`src/rtl/sdram_host_queue.sv`:
```
// sdram_host_queue
//   Host-side request queue in front of sdram_controller. Host requests are
//   buffered in a small FIFO and handed to the controller one at a time on
//   rd_enable / wr_enable, waiting for the controller's busy handshake. Read
//   data returns to the host as a single-cycle rsp_valid pulse.
//
// Ports
//   clk, rst                   clock, synchronous active-high reset
//   req_valid/req_ready        host push handshake (req_ready = !full)
//   req_we/req_addr/req_wdata  request: 1=write, 24-bit word address, 16-bit data
//   rsp_valid/rsp_rdata/rsp_err  read response pulse; rsp_err marks an ack timeout
//   fifo_level                 queued entries, 0..DEPTH
//   timeout_err                sticky ack-timeout flag, cleared only by rst
//   haddr/data_input           controller address/data, held from ISSUE until IDLE
//   rd_enable/wr_enable        controller command strobes
//   busy/data_output           controller status and read data
//
// FSM states
//   state       | meaning
//   S_IDLE      | no request outstanding; pops the FIFO head when busy is low
//   S_ISSUE     | enable asserted, waiting for busy=1 or ack timeout
//   S_WAIT_DONE | controller accepted; waiting for busy to fall
module sdram_host_queue #(
  parameter int DEPTH       = 4,
  parameter int ACK_TIMEOUT = 16
) (
  input  logic                     clk,
  input  logic                     rst,
  input  logic                     req_valid,
  output logic                     req_ready,
  input  logic                     req_we,
  input  logic [23:0]              req_addr,
  input  logic [15:0]              req_wdata,
  output logic                     rsp_valid,
  output logic [15:0]              rsp_rdata,
  output logic                     rsp_err,
  output logic [$clog2(DEPTH):0]   fifo_level,
  output logic                     timeout_err,
  output logic [23:0]              haddr,
  output logic [15:0]              data_input,
  output logic                     rd_enable,
  output logic                     wr_enable,
  input  logic                     busy,
  input  logic [15:0]              data_output
);

  localparam int PTR_W = $clog2(DEPTH);
  localparam int LVL_W = PTR_W + 1;
  localparam int CNT_W = $clog2(ACK_TIMEOUT + 1);
  localparam int ENT_W = 1 + 24 + 16;

  typedef enum logic [1:0] {
    S_IDLE      = 2'd0,
    S_ISSUE     = 2'd1,
    S_WAIT_DONE = 2'd2
  } state_t;

  state_t state_q, state_d;

  logic [ENT_W-1:0] mem_q [DEPTH];
  logic [PTR_W-1:0] wr_ptr_q, wr_ptr_d;
  logic [PTR_W-1:0] rd_ptr_q, rd_ptr_d;
  logic [LVL_W-1:0] count_q, count_d;
  logic [CNT_W-1:0] ack_cnt_q, ack_cnt_d;

  logic        cur_we_q, cur_we_d;
  logic [23:0] haddr_q, haddr_d;
  logic [15:0] wdata_q, wdata_d;
  logic        rsp_valid_q, rsp_valid_d;
  logic [15:0] rsp_rdata_q, rsp_rdata_d;
  logic        rsp_err_q, rsp_err_d;
  logic        timeout_err_q, timeout_err_d;

  logic             full, empty, push, pop;
  logic             ack_tc, ack_timeout, done;
  logic [ENT_W-1:0] head;
  logic             head_we;
  logic [23:0]      head_addr;
  logic [15:0]      head_wdata;

  assign full  = (count_q == LVL_W'(DEPTH));
  assign empty = (count_q == '0);
  assign push  = req_valid && !full;
  // Popping only from IDLE keeps exactly one request outstanding; a high busy
  // (e.g. controller still initialising) holds requests in the queue.
  assign pop   = (state_q == S_IDLE) && !empty && !busy;

  assign head       = mem_q[rd_ptr_q];
  assign head_we    = head[ENT_W-1];
  assign head_addr  = head[39:16];
  assign head_wdata = head[15:0];

  // Counter runs 0..ACK_TIMEOUT-1, giving ACK_TIMEOUT cycles of enable.
  assign ack_tc      = (ack_cnt_q == CNT_W'(ACK_TIMEOUT - 1));
  assign ack_timeout = (state_q == S_ISSUE) && !busy && ack_tc;
  assign done        = (state_q == S_WAIT_DONE) && !busy;

  always_ff @(posedge clk) begin
    if (push) begin
      mem_q[wr_ptr_q] <= {req_we, req_addr, req_wdata};
    end
  end

  always_comb begin
    wr_ptr_d = wr_ptr_q;
    rd_ptr_d = rd_ptr_q;
    count_d  = count_q;
    if (push) wr_ptr_d = wr_ptr_q + PTR_W'(1);
    if (pop)  rd_ptr_d = rd_ptr_q + PTR_W'(1);
    case ({push, pop})
      2'b10:   count_d = count_q + LVL_W'(1);
      2'b01:   count_d = count_q - LVL_W'(1);
      default: count_d = count_q;
    endcase
  end

  // FSM: state register
  always_ff @(posedge clk) begin
    if (rst) state_q <= S_IDLE;
    else     state_q <= state_d;
  end

  // FSM: next state
  always_comb begin
    state_d = state_q;
    case (state_q)
      S_IDLE:      if (pop) state_d = S_ISSUE;
      S_ISSUE: begin
        if (busy)        state_d = S_WAIT_DONE;
        else if (ack_tc) state_d = S_IDLE;
      end
      S_WAIT_DONE: if (!busy) state_d = S_IDLE;
      default:     state_d = S_IDLE;
    endcase
  end

  // FSM: outputs
  always_comb begin
    rd_enable = 1'b0;
    wr_enable = 1'b0;
    if (state_q == S_ISSUE) begin
      rd_enable = !cur_we_q;
      wr_enable = cur_we_q;
    end
  end

  always_comb begin
    cur_we_d      = cur_we_q;
    haddr_d       = haddr_q;
    wdata_d       = wdata_q;
    ack_cnt_d     = '0;
    rsp_valid_d   = 1'b0;
    rsp_rdata_d   = '0;
    rsp_err_d     = 1'b0;
    timeout_err_d = timeout_err_q | ack_timeout;

    if (pop) begin
      cur_we_d = head_we;
      haddr_d  = head_addr;
      wdata_d  = head_wdata;
    end

    if ((state_q == S_ISSUE) && !busy && !ack_tc) begin
      ack_cnt_d = ack_cnt_q + CNT_W'(1);
    end

    if (ack_timeout && !cur_we_q) begin
      rsp_valid_d = 1'b1;
      rsp_err_d   = 1'b1;
    end else if (done && !cur_we_q) begin
      rsp_valid_d = 1'b1;
      rsp_rdata_d = data_output;
    end
  end

  always_ff @(posedge clk) begin
    if (rst) begin
      wr_ptr_q      <= '0;
      rd_ptr_q      <= '0;
      count_q       <= '0;
      ack_cnt_q     <= '0;
      cur_we_q      <= 1'b0;
      haddr_q       <= '0;
      wdata_q       <= '0;
      rsp_valid_q   <= 1'b0;
      rsp_rdata_q   <= '0;
      rsp_err_q     <= 1'b0;
      timeout_err_q <= 1'b0;
    end else begin
      wr_ptr_q      <= wr_ptr_d;
      rd_ptr_q      <= rd_ptr_d;
      count_q       <= count_d;
      ack_cnt_q     <= ack_cnt_d;
      cur_we_q      <= cur_we_d;
      haddr_q       <= haddr_d;
      wdata_q       <= wdata_d;
      rsp_valid_q   <= rsp_valid_d;
      rsp_rdata_q   <= rsp_rdata_d;
      rsp_err_q     <= rsp_err_d;
      timeout_err_q <= timeout_err_d;
    end
  end

  assign req_ready   = !full;
  assign fifo_level  = count_q;
  assign haddr       = haddr_q;
  assign data_input  = wdata_q;
  assign rsp_valid   = rsp_valid_q;
  assign rsp_rdata   = rsp_rdata_q;
  assign rsp_err     = rsp_err_q;
  assign timeout_err = timeout_err_q;

endmodule
```
`config.mk`:
```
export PLATFORM = sky130hd
export DESIGN_NAME = sdram_host_queue
export DESIGN_NICKNAME = d
export VERILOG_FILES = /design/src/rtl/sdram_host_queue.sv
export SDC_FILE = /design/constraint.sdc
export NUM_CORES = 1
export LEC_CHECK = 0
export ABC_AREA = 1
export CAP_MARGIN = 25
export CELL_PAD_IN_SITES_DETAIL_PLACEMENT = 0
export CELL_PAD_IN_SITES_GLOBAL_PLACEMENT = 1
export CORE_MARGIN = 2
export CORE_UTILIZATION = 42
export DETAILED_ROUTE_END_ITERATION = 6
export PLACE_DENSITY = 0.77
export SETUP_SLACK_MARGIN = 0.2
export SLEW_MARGIN = 10
export SYNTH_ARGS = -nofsm -noshare
export SYNTH_HDL_FRONTEND = slang
export SYNTH_SLANG_ARGS = --single-unit
```
`constraint.sdc`:
```
create_clock -name clk -period 5 [get_ports clk]
set_clock_uncertainty 0.05 [all_clocks]
set_input_delay 1 -clock clk [delete_from_list [all_inputs] [get_ports clk]]
set_output_delay 1 -clock clk [all_outputs]
set_load 0.005 [all_outputs]
```
# Yosys cells after proc, flatten, opt, wreduce, memory -nomap -nowiden
# Memory sizes are Yosys's and may differ from the RTL's. A register that Yosys moved wholly into a read port is not among the register bits.
# Cells that the tools add are included.
# totals
regBits	33
latch_bits	0
mem_bits_rw	164
rom_bits	0
inputBits	61
output_inout_bits	65
elab_cells	60
n_memories	1
# op_classes
n_addsub	5
multipliers	0
div_mod_pow	0
order_cmp	0
eq_ne	9
n_shift	0
mux	13
n_bitwise	3
n_reduce_logical	20
# mem_list
memory	words	width	read_ports	rd_clocked_by_memory_dff	wr	line	source
mem_q	4	41	1	1	1	60	logic [ENT_W-1:0] mem_q [DEPTH];
# op_table
operator	n
$logic_and 1x1->1	9
$mux 2	4
$mux 1	7
$pmux 2 s3	1
$pmux 3 s2	1
$add 5x1->5 const B	1
$eq 5x4->1 const B	1
$logic_not 1->1	5
$add 2x1->2 const B	2
$eq 2x1->1 const B	2
$eq 2x2->1 const B	2
$ne 2x2->1 const B	2
$add 3x1->3 const B	1
$eq 3x3->1 const B	1
$logic_not 3->1	1
$ne 3x3->1 const B	1
$reduce_and 3->1	1
$reduce_or 3->1	1
$sub 3x1->3 const B	1
$logic_not 2->1	1
$not 1->1	2
$reduce_bool 2->1	1
$reduce_or 2->1	1
$or 1x1->1	1

# Depth between registers and ports, before layout
# Gate-level depths: netlist of the first run.
# logic_depth
depth_word	6
mapped_depth	15

# Least setup slack after synthesis of the first run
# OpenSTA, ideal clock, no wires.
# synth_timing
path_kind	input port to flip-flop
startpoint	in req_valid
endpoint	mem mem_q[0][0] in the netlist's numbering, enable pin
setup_ns	0.440
arrival_ns	2.879
required_ns	4.510
slack_ns	1.632
path_stages	2
n_path_buf	0
cell_sequence	nand2_1 -> nor2_1
# synth_between
elab_chain_len	3
# synth_rtl
item	line	source
start: declaration	29	input logic req_valid,
$logic_and 1x1->1	83	assign push = req_valid && !full;
$mux 1	99	if (push) begin
$mux 1 (not written as such)	100	mem_q[wr_ptr_q] <= {req_we, req_addr, req_wdata};
end: declaration	60	
# No other way between the ends.

# Worst setup path in the final report of the first run
# layout_timing
startpoint	in req_valid
endpoint	mem mem_q[1][34] in the netlist's numbering, enable pin
# The elaborated chain is that of the path after synthesis.

==> results.txt, run 1 <==
The flow ran to the end, and the final reports show no timing, DRC or antenna violations. The cell internal power dissipation came out at between 4 and 5 mW. The buffer and inverter count on the worst path came out at 2. The minimum clock period is between 2000 and 3000 ps. The power share of the combinational group is 0.251. Relative to the synthesized area, the layout overhead comes to 24.3%.

The delay contributed by the slowest stage of the critical path is roughly 800 ps. The number of levels the H-tree was split into is 1. The top cell types in the final layout, fill and taps aside, are sky130_fd_sc_hd__nand2_1 (303), sky130_fd_sc_hd__inv_1 (236), sky130_fd_sc_hd__edfxtp_1 (164).

The post-CTS setup buffer count came out at 0. The starting utilization of the core area came out at 0.431. In this design, the largest share of critical-path delay is due to simple AND/OR/NAND/NOR gates. The count of distinct cell types in the synthesized netlist came out at 25. During I/O placement, the number of pins put on the boundary was 126. Synthesis produced a netlist with a net count of between 1000 and 1500.

The start point of the worst hold path is timeout_err. The number of buffers added on ports came out at roughly 130. The slowest stage of the critical path belongs to the cell sky130_fd_sc_hd__nor2_4. Walking the worst path, the cells encountered are clkdlybuf4s50_1 > nand2_1 > nor2_4 > buf_4. The aggregate negative setup slack is 0 ps. The leakage power is about 5.5 nW. The number of sinks on the clock net came out at about 240.

The total of hold buffers inserted after clock tree synthesis is 0. The weighted congestion at the end of routability-driven global placement came out at 0.701. Of the total power, the share spent switching nets is 0.290. Summed over all layers, the routed wires come to just over 20 mm.

The proportion of synthesized area in mux cells came out at 0. The buffer depth of the longest clock path is 3. The adder-cell share of the synthesized area is 0.0110. The overall die area came out at around 25000 µm². The standard-cell row count came out at 55. In the synthesized netlist, the number of instances is ~1100. Once detailed placement completed, the half-perimeter wirelength came to ~12 mm. The mean routed wirelength per cell is 13.3 µm. The power density over the cells is ~480 nW/µm². The required time of the critical path is slightly above 5000 ps.

Setup violations remaining at the end of the flow were counted as 0. The first-pass GRT wire length came out at about 32 mm. Of all nets on the critical path, the largest fanout is 28. The kind of path behind the tightest hold check is register to register.

The number of design-rule violations left by the first detailed-router iteration is about 350. STA classifies the critical path endpoint as a register. After clock tree synthesis, the clock-pin slew on the worst setup and hold paths is roughly 60 ps. The measured slew at the worst slew-check pin came out at 932 ps. The count of antenna diodes in the layout is 0.

The net count of the finished layout is around 1200. Of the total power, the clock network draws 0.332. The data arrival time of the critical path came out at between 2000 and 3000 ps. The area of the mapped netlist is approximately 9800 µm². The xor/xnor cell area share of the yosys netlist came out at 0.00178. The most critical setup path has its startpoint at req_valid.

The detailed-route vias per instance is ~4.4. The CTS tree is yes. The kind of launch point of the worst setup path is a primary input. The analysis attributes to net switching a power of 1.72 mW. The post-synthesis sequential area ratio is 0.652.

The tree is rooted in a sky130_fd_sc_hd__clkbuf_16. The Yosys warning count came out at 0. Max-cap violations in this run came to 0.

The number of max-slew violations in the final report came out at 0. The fraction of power consumed by sequential logic is 0.417. Final hold analysis gives a worst-case slack of about 400 ps.

Of the total synthesized cell area, the portion taken by AND, OR, NAND and NOR gates is 0.211. The core region is between 20000 and 25000 µm². In this run the remaining antenna-violating nets after routing total 0. The latest clock arrival within the worst-skew pair came out at 520 ps. Of the available clock period, the critical path in the final layout requires 0.562.

The horizontal extent of the die is around 160 µm. The startpoint of the lowest-slack register-to-register path is fifo_level[1]. The largest net degree at the start of global routing came out at 86. The highest ir drop seen on vdd is 0.271 mV. By area, the combinational part of the netlist is dominated by simple AND/OR/NAND/NOR gates. The die is 157 µm tall.

The all-layer global routing usage came out at 0.166. The initial antenna violation count came out at 0. The sum of routed wire segments on met1 is about 9.2 mm. The number of hold violations in the final report came out at 0. Setup repair after global routing left no endpoint under its margin.

The most frequent standard cell in the layout excluding fill and tap cells is sky130_fd_sc_hd__nand2_1. The met2 wire length came out at between 9 and 10 mm. The first-pass detailed-route iteration total came out at 4. The detailed-routed wire length on met3 is about 780 µm. The mean instance size in the synthesized netlist is between 9 and 10 µm². The highest metal layer with signal wires is met4. The complex-gate fraction of the synthesized area is 0.00535. The number of CTS-inserted buffers came out at 26.

The critical path in this run is classified as primary input to register. In the final layout, the share of cells above drive strength 1 is 0.0518. The via count of the first global-routing pass is ~6300. The detailed-route DRC error count came out at 0. The remaining global-route overflow came out at 0. Summing over every cut layer, the via total after detailed routing is ~6600. The flop and latch count out of synthesis came out at 238. Timing would allow up to ~360 MHz.

The number of gates given a new drive strength after cts came out at 0. The relative slew slack came out at 0.379.
state kept, by name, indices dropped and copies added (netlist names):
signal and count:
rsp_err 1, ack_cnt_q 5, mem_q 164, state_q 2, timeout_err 1, cur_we_q 1
wr_ptr_q 2, rsp_valid 1, rsp_rdata 16, rd_ptr_q 2, fifo_level 3, haddr 24
data_input 16
final timing paths:
path	end	slack (ps)	depth (start not counted)
hold reg to reg	timeout_err	400	2
setup reg to reg	mem_q[1][34]	2550	5
hold / removal	timeout_err	400	2
setup / recovery	mem_q[1][34]	2190	4
metrics by stage:
stage	cell area [µm²]	power (mW)	util	worst slack (ps)	instances
detailed placement	11300	4.02	0.497	1580	1464
floorplan	9820	3.47	-	1630	1061
global route	12200	6.30	0.536	2040	1511
global placement	11300	4.01	0.497	1630	1464
CTS	12200	6.00	0.536	2120	1511
finish	12200	5.91	0.536	2190	1511
cells by family after synthesis:
group                    after synthesis
AND/OR/NAND/NOR                      517
buffers and inverters                286
flip-flops                           238
AO/OA/AOI/OAI                         10
adder cells (fa/ha/maj)                8
XOR/XNOR                               2
layer usage:
layer,GRT usage,vias to the layer above
met1,0.212,3029
met5,0,-
met2,0.294,109
li1,-,3443
met4,0.0428,0
met3,0.0270,25
power groups by stage:
stage,clock network [mW],logic (mW),registers (mW)
floorplan,0,0.950,2.52
detailed placement,0,1.51,2.51
global route,2.09,1.72,2.49
finish,1.96,1.49,2.47
CTS,2.01,1.52,2.47
global placement,0,1.51,2.51
cells in the mapped netlist (all sizes together):
library cell | instances | area, µm²
nand2 | 305 | 1150
inv | 243 | 912
edfxtp | 164 | 4920
nor2 | 118 | 450
nand3 | 91 | 460
dfxtp | 74 | 1480
buf | 37 | 226
ha | 7 | 87.6
a21oi | 6 | 30.0
clkbuf | 6 | 22.5
o21ai | 3 | 15.0
a211oi | 1 | 7.51
and3 | 1 | 6.26
fa | 1 | 20.0
nand4 | 1 | 6.26
nor3 | 1 | 5.00
xnor2 | 1 | 8.76
xor2 | 1 | 8.76
tightest hold or removal path, stage by stage (launching register included):
cell and delay (ps):
sky130_fd_sc_hd__dfxtp_1 300, sky130_fd_sc_hd__inv_1 40, sky130_fd_sc_hd__a21oi_1 50
area by class of cell:
class / instances / area (µm²)
fillers: 2063 / 10600
flip-flops and latches: 238 / 6410
multi-input cells: 537 / 2290
repair buffers: 133 / 1310
inverters: 243 / 912
clock buffers: 41 / 788
well taps: 313 / 392
clock inverters: 6 / 103
No activity file was read; power rests on OpenSTA's default activity.
==> run 2: changes to the inputs <==
Clock period 5 ns to 2.75 ns, I/O delays scaled along.
==> results.txt, run 2 (same netlist as run 1, synthesis figures left out) <==
STA classifies the critical path startpoint as a register. The register with the highest flop count is mem_q. Setup repair after global routing left no endpoint under its margin. The library cell used most frequently in the layout, excluding fill and tap cells, is sky130_fd_sc_hd__nand2_1. The worst hold path begins at ack_cnt_q[0].

The number of primary I/O pins is 126 (unchanged). The switching share of power came out at 0.291 (+0.000584). For hold timing, the worst endpoint is ack_cnt_q[0]. The critical path endpoint category is a primary output. The flow ran to the end, and the final reports show no timing, DRC or antenna violations. The number of design-rule violations left by the first detailed-router iteration is 356 (+0.85%). TritonCTS built the clock tree. The setup slack of the worst register-to-register path was 880 ps (-1670 ps).

The relative slew slack was 0.364 (-0.0147). The required time of the critical path came out at 2150 ps (-3010 ps). The depth of the worst register-to-register path came out at 13 (+8). The worst setup timing slack at the placement stage is 203 ps (-1380 ps). Of the available clock period, the critical path in the final layout requires 0.876. The share of layout cells above drive strength 1 is 0.0612 (+0.00945). The power density over the cells came to 869 nW/µm² (+79%). The area of the core region came out at 22800 µm² (unchanged). The cell internal power dissipation came out at 7.62 mW (+82%).

The largest fanout on the critical path is 4 (-86%). The number of max-slew violations in the final report came to 0 (unchanged). The horizontal extent of the die was 157 µm (unchanged). The number of flip-flops under the largest register name is 164 (unchanged). In this run the critical register-to-register path is captured at fifo_level[2]. The mean routed wirelength per cell is 13.2 µm (-1.1%).

The area growth from synthesis to layout is 25.9%. The count of vias placed by the detailed router is 6647 (+0.62%). The remaining antenna violation count after routing is 0 (unchanged). The post-CTS clock slew at the launch and capture registers of the worst setup and hold paths is 60 ps (about the same). The number of instances on the worst hold path is 1 (-1). The first-pass GRT wire length is 32.0 mm (-1.0%). The starting utilization of the core area came out at 0.431 (unchanged). The cell count after placement is 1474 (+0.68%). The leakage power is 5.60 nW (+1.4%).

The via count of the first global-routing pass came to 6304 (+0.69%). The HPWL after detailed placement was 11.6 mm (-3.4%). The number of CTS-inserted buffers is 26 (unchanged). The weighted congestion at the end of routability-driven global placement is 0.722 (+3.1%). The net switching power figure was 3.13 mW (+82%). The detailed-route vias per instance came out at 4.37 (-0.11%). The total of endpoints with negative setup slack in the final report came out at 0 (unchanged). The post-CTS setup buffer count came out at 0 (unchanged).

The number of gates given a new drive strength after cts came out at 0 (unchanged). The total of max-cap violations came out at 0 (unchanged). The remaining global-route overflow came to 0 (unchanged). The first-pass detailed-route iteration total is 5 (+1).

The final instance count without filler cells is 1522 (+0.73%). The power share of the combinational group is 0.259 (+0.008). The total power after layout was 10.7 mW (+82%). The fraction of power consumed by sequential logic came out at 0.417 (about the same).

The final-stage net count is 1258 (+0.80%). In the layout the commonest cells are sky130_fd_sc_hd__nand2_1 (303), sky130_fd_sc_hd__inv_1 (236), sky130_fd_sc_hd__edfxtp_1 (164). The proportion of power drawn by the clock network is 0.323 (-0.009). The total of hold buffers inserted after clock tree synthesis came out at 0 (unchanged). The floorplan die height came to 157 µm (unchanged). The setup slack of the critical path after layout came out at 340 ps (-1850 ps). The initial antenna violation count is 0 (unchanged). The data arrival time of the critical path is 1810 ps (-1160 ps). The wire length reported by the detailed router came to 20.1 mm (-0.42%). The largest net degree at the start of global routing was 86 (unchanged).

The kind of path behind the tightest hold check is register to register. The number of hold violations in the final report came out at 0 (unchanged). The count of antenna diodes in the layout came out at 0 (unchanged). The measured slew at the worst slew-check pin is 954 ps (+22.0 ps).

The overall die area is 24600 µm² (unchanged). The standard-cell row count is 55 (unchanged). CTS placed an instance of sky130_fd_sc_hd__clkbuf_16 at the clock tree root. After layout, the minimum clock period comes to roughly 2400 ps.

The detailed-route DRC error count is 0 (unchanged). The number of sinks on the clock net came to 238 (unchanged). The latest clock arrival within the worst-skew pair was 510 ps (about the same). The worst register-to-register path begins at fifo_level[1]. The all-layer global routing usage is 0.166 (about the same).

The upper clock frequency limit came out at between 400 and 500 MHz. By startpoint and endpoint, the worst setup path is classified as register to primary output. The highest ir drop seen on vdd came out at 0.514 mV (+90%).

The number of levels the H-tree was split into is 1 (unchanged). The buffer depth of the longest clock path is 3 (unchanged). The number of buffers added on ports came out at 125 (unchanged).
[run 2: cell types whose count changed in the layout (fill, tap and decap cells not counted), sizes merged]
cell    delta
clkinv     +1
buf       +10
bufinv     -1
clkbuf     +1
[run 2: worst max-delay path: stages, from the launching register on]
cell	delay, ps
sky130_fd_sc_hd__dfxtp_1	340
sky130_fd_sc_hd__inv_1	80
sky130_fd_sc_hd__nand2_1	110
sky130_fd_sc_hd__nor2_1	220
sky130_fd_sc_hd__clkdlybuf4s50_1	540
[run 2: worst max-delay path by stage]
stage,startpoint,endpoint,slack [ps],depth (start not counted)
after global placement,busy,fifo_level[2],220,15
after CTS,state_q[1],rd_enable,330,4
final,state_q[1],rd_enable,340,4
after global routing,state_q[1],rd_enable,240,4
after floorplan,fifo_level[1],mem_q[0][0],-210,4
after detailed placement,busy,fifo_level[2],200,15
[run 2: cell type report]
type	count	area [µm²]
tap	313	392
timing repair buffer	143	1490
clock buffer	42	795
fill	2064	10400
multi-input combinational	537	2290
sequential	238	6410
inverter	243	912
clock inverter	6	80.1
[run 2: layer usage]
metal | up-vias | wire length, µm | GRT usage
met1 | 3030 | 8830 | 0.211
li1 | 3464 | - | -
met2 | 116 | 9930 | 0.292
met4 | 0 | 427 | 0.0463
met3 | 37 | 871 | 0.0297
met5 | - | 0 | 0
[run 2: power groups by stage]
| stage | Clock (mW) | Sequential, mW | Combinational [mW] |
|---|---|---|---|
| 2_1_floorplan | 0 | 4.58 | 1.73 |
| 3_3_place_gp | 0 | 4.55 | 2.81 |
| 3_5_place_dp | 0 | 4.56 | 2.83 |
| 4_1_cts | 3.55 | 4.49 | 2.85 |
| 5_1_grt | 3.71 | 4.53 | 3.20 |
| 6_report | 3.48 | 4.49 | 2.79 |
[run 2: per-stage QoR]
| step | instance area (µm²) | hold slack, ps | TNS [ps] | util |
|---|---|---|---|---|
| after CTS | 12400 | 406 | 0 | 0.543 |
| after global placement | 11500 | 381 | 0 | 0.505 |
| final | 12400 | 398 | 0 | 0.543 |
| after global routing | 12400 | 423 | 0 | 0.543 |
| after floorplan | 9820 | 368 | -33670 | - |
| after detailed placement | 11500 | 395 | 0 | 0.505 |
==> run 3: changes to the inputs <==
Settings changed: REMOVE_ABC_BUFFERS from default to 1.
==> results.txt, run 3 (same netlist as run 1, synthesis figures left out) <==
The layout filler cell count is 2043 (-1.0%). The overall die area is 24600 µm² (unchanged). The largest fanout on the critical path is 4 (unchanged).

The number of buffers added on ports came to 125 (unchanged). Compared with the post-synthesis result, the final layout area differs by 24.4%. The share of the cycle needed by the critical path after routing was 0.824 (-0.0518).

The remaining antenna violation count after routing came out at 0 (unchanged). The latest clock arrival within the worst-skew pair came out at 530 ps (+20 ps). The minimum clock period is 2270 ps (-143 ps). The library cells used most frequently in the layout, excluding fill and tap cells, are sky130_fd_sc_hd__nand2_1 (303), sky130_fd_sc_hd__inv_1 (236), sky130_fd_sc_hd__edfxtp_1 (164).

The relative slew slack came to 0.410 (+0.0462). The endpoint identified for the worst register-to-register timing path is haddr[10]. The power density over the cells came out at 851 nW/µm² (-2.1%). The required time of the critical path came out at 2150 ps (about the same). The library cell used most frequently in the layout, excluding fill and tap cells, is sky130_fd_sc_hd__nand2_1.

The largest net degree at the start of global routing came to 84 (-2.3%). The instance count on the critical path came out at 4 (unchanged). The detailed-route vias per instance is 4.31 (-1.3%). The remaining global-route overflow came out at 0 (unchanged). The upper clock frequency limit is 441 MHz (+6.3%). The setup slack of the worst register-to-register path is 890 ps (about the same). The initial antenna violation count came out at 0 (unchanged). The startpoint of the lowest-slack register-to-register path is rd_ptr_q[0].

The detailed-route DRC error count is 0 (unchanged). The measured slew at the worst slew-check pin is 885 ps (-69.3 ps). The HPWL after detailed placement is 11.7 mm (+0.93%). STA classifies the critical path startpoint as a register. The worst hold path terminates at ack_cnt_q[0]. More flip-flops sit in one register than any other, and that register is mem_q. The first-pass GRT wire length is 31.2 mm (-2.6%). The number of levels the H-tree was split into came to 1 (unchanged). The number of hold violations in the final report is 0 (unchanged). Setup repair after global routing left no endpoint under its margin. The data arrival time of the critical path is 1670 ps (-140 ps). The cell area after layout came to 12200 µm² (-1.2%). The number of instances on the worst hold path came out at 1 (unchanged). The buffer and inverter count on the worst path is 2 (unchanged). The total power after layout came to 10.4 mW (-3.3%). The count of vias placed by the detailed router came out at 6558 (-1.3%).

The buffer depth of the longest clock path came to 3 (unchanged). The weighted congestion at the end of routability-driven global placement came to 0.741 (+2.6%). The number of max-slew violations in the final report came out at 0 (unchanged). The standard-cell row count came out at 55 (unchanged). The mean routed wirelength per cell is 12.9 µm (-2.1%).

The final-stage net count is 1258 (unchanged). Broken down by cell family, the worst path's largest delay share belongs to buffers and inverters. The share of layout cells above drive strength 1 came out at 0.0546 (-0.00662).

The starting utilization of the core area is 0.431 (unchanged). The count of antenna diodes in the layout is 0 (unchanged). The placement-stage cell area is 11400 µm² (-0.54%). The critical path endpoint category is a primary output. The number of CTS-inserted buffers is 26 (unchanged). TritonCTS built the clock tree.

The leakage power came out at 5.52 nW (-1.4%). The final instance count without filler cells came out at 1522 (unchanged). The kind of path behind the tightest hold check is register to register.

The highest ir drop seen on vdd is 0.435 mV (-15%). The flow ran to the end, and the final reports show no timing, DRC or antenna violations. The aggregate negative setup slack came out at 0 ps (unchanged).

The floorplan die height came out at 157 µm (unchanged). The area of the core region is 22800 µm² (unchanged). The number of gates given a new drive strength after cts came out at 0 (unchanged). The number of sinks on the clock net is 238 (unchanged). The worst hold margin is 400 ps (+2.32 ps). The number of design-rule violations left by the first detailed-router iteration came out at 321 (-9.8%). The delay contributed by the slowest stage of the critical path is 520 ps (-20 ps). In this run the clock root is driven by a sky130_fd_sc_hd__clkbuf_16. The total of endpoints with negative setup slack in the final report came out at 0 (unchanged). The first-pass detailed-route iteration total is 4 (-1).

The number of primary I/O pins is 126 (unchanged). The all-layer global routing usage came to 0.162 (-0.00462). The total of hold buffers inserted after clock tree synthesis came out at 0 (unchanged). The via count of the first global-routing pass is 6166 (-2.2%). The depth of the worst register-to-register path was 6 (-7). The cell count after placement is 1474 (unchanged). The wire length reported by the detailed router came out at 19.6 mm (-2.1%). The post-CTS clock slew at the launch and capture registers of the worst setup and hold paths is 60 ps (about the same). The slowest stage of the critical path belongs to the cell sky130_fd_sc_hd__clkdlybuf4s50_1. In this run the most critical hold path is launched from ack_cnt_q[0]. Walking the worst path, the cells encountered are inv_1 > nand2_1 > nor2_1 > clkdlybuf4s50_1. The post-CTS setup buffer count is 0 (unchanged). The number of flip-flops under the largest register name was 164 (unchanged). The worst setup path is of the register to primary output kind. The total of max-cap violations came out at 0 (unchanged). The horizontal extent of the die was 157 µm (unchanged).
-- run 3: changes by cell type in the layout (fill, tap and decap cells not counted) --
cell,previous run,this run
sky130_fd_sc_hd__buf_12,8,3
sky130_fd_sc_hd__clkinv_4,0,1
sky130_fd_sc_hd__clkinv_2,4,1
sky130_fd_sc_hd__clkbuf_8,4,1
sky130_fd_sc_hd__clkinv_8,0,1
sky130_fd_sc_hd__buf_4,10,15
sky130_fd_sc_hd__clkbuf_1,9,11
sky130_fd_sc_hd__clkbuf_16,28,26
sky130_fd_sc_hd__clkbuf_2,1,0
sky130_fd_sc_hd__bufinv_16,2,1
sky130_fd_sc_hd__clkinv_1,0,6
-- run 3: where the power goes --
group	total (mW)	switching, mW	internal [mW]
registers	4.55	0.239	4.31
clock network	3.18	1.31	1.87
logic	2.66	1.54	1.12
total	10.4	3.09	7.30
-- run 3: worst max path at each step --
stage	slack (ps)	from	endpoint
global route	340	state_q[1]	rd_enable
global placement	240	busy	fifo_level[2]
floorplan	-460	busy	fifo_level[2]
finish	480	state_q[1]	rd_enable
detailed placement	220	busy	fifo_level[2]
CTS	450	state_q[1]	rd_enable
-- run 3: cell type report --
class | instances | area [µm²] | share of cell area
multi-input combinational | 537 | 2290 | 0.188
tap | 313 | 392 | 0.0321
timing repair buffer | 143 | 1420 | 0.117
sequential | 238 | 6410 | 0.525
clock inverter | 10 | 82.6 | 0.00676
inverter | 243 | 912 | 0.0747
clock buffer | 38 | 706 | 0.0578
-- run 3: per-stage QoR --
| step | util | setup WS [ps] |
|---|---|---|
| floorplan | - | -463 |
| global placement | 0.502 | 244 |
| detailed placement | 0.502 | 224 |
| CTS | 0.536 | 452 |
| global route | 0.536 | 344 |
| finish | 0.536 | 483 |
-- run 3: metal layers --
metal | up-vias | routed length (µm) | global-route usage | part of all wire
met5 | - | 0 | 0 | 0
met4 | 0 | 401 | 0.0380 | 0.020
met3 | 31 | 753 | 0.0267 | 0.038
met2 | 103 | 9960 | 0.295 | 0.51
met1 | 2964 | 8520 | 0.200 | 0.43
li1 | 3460 | - | - | -
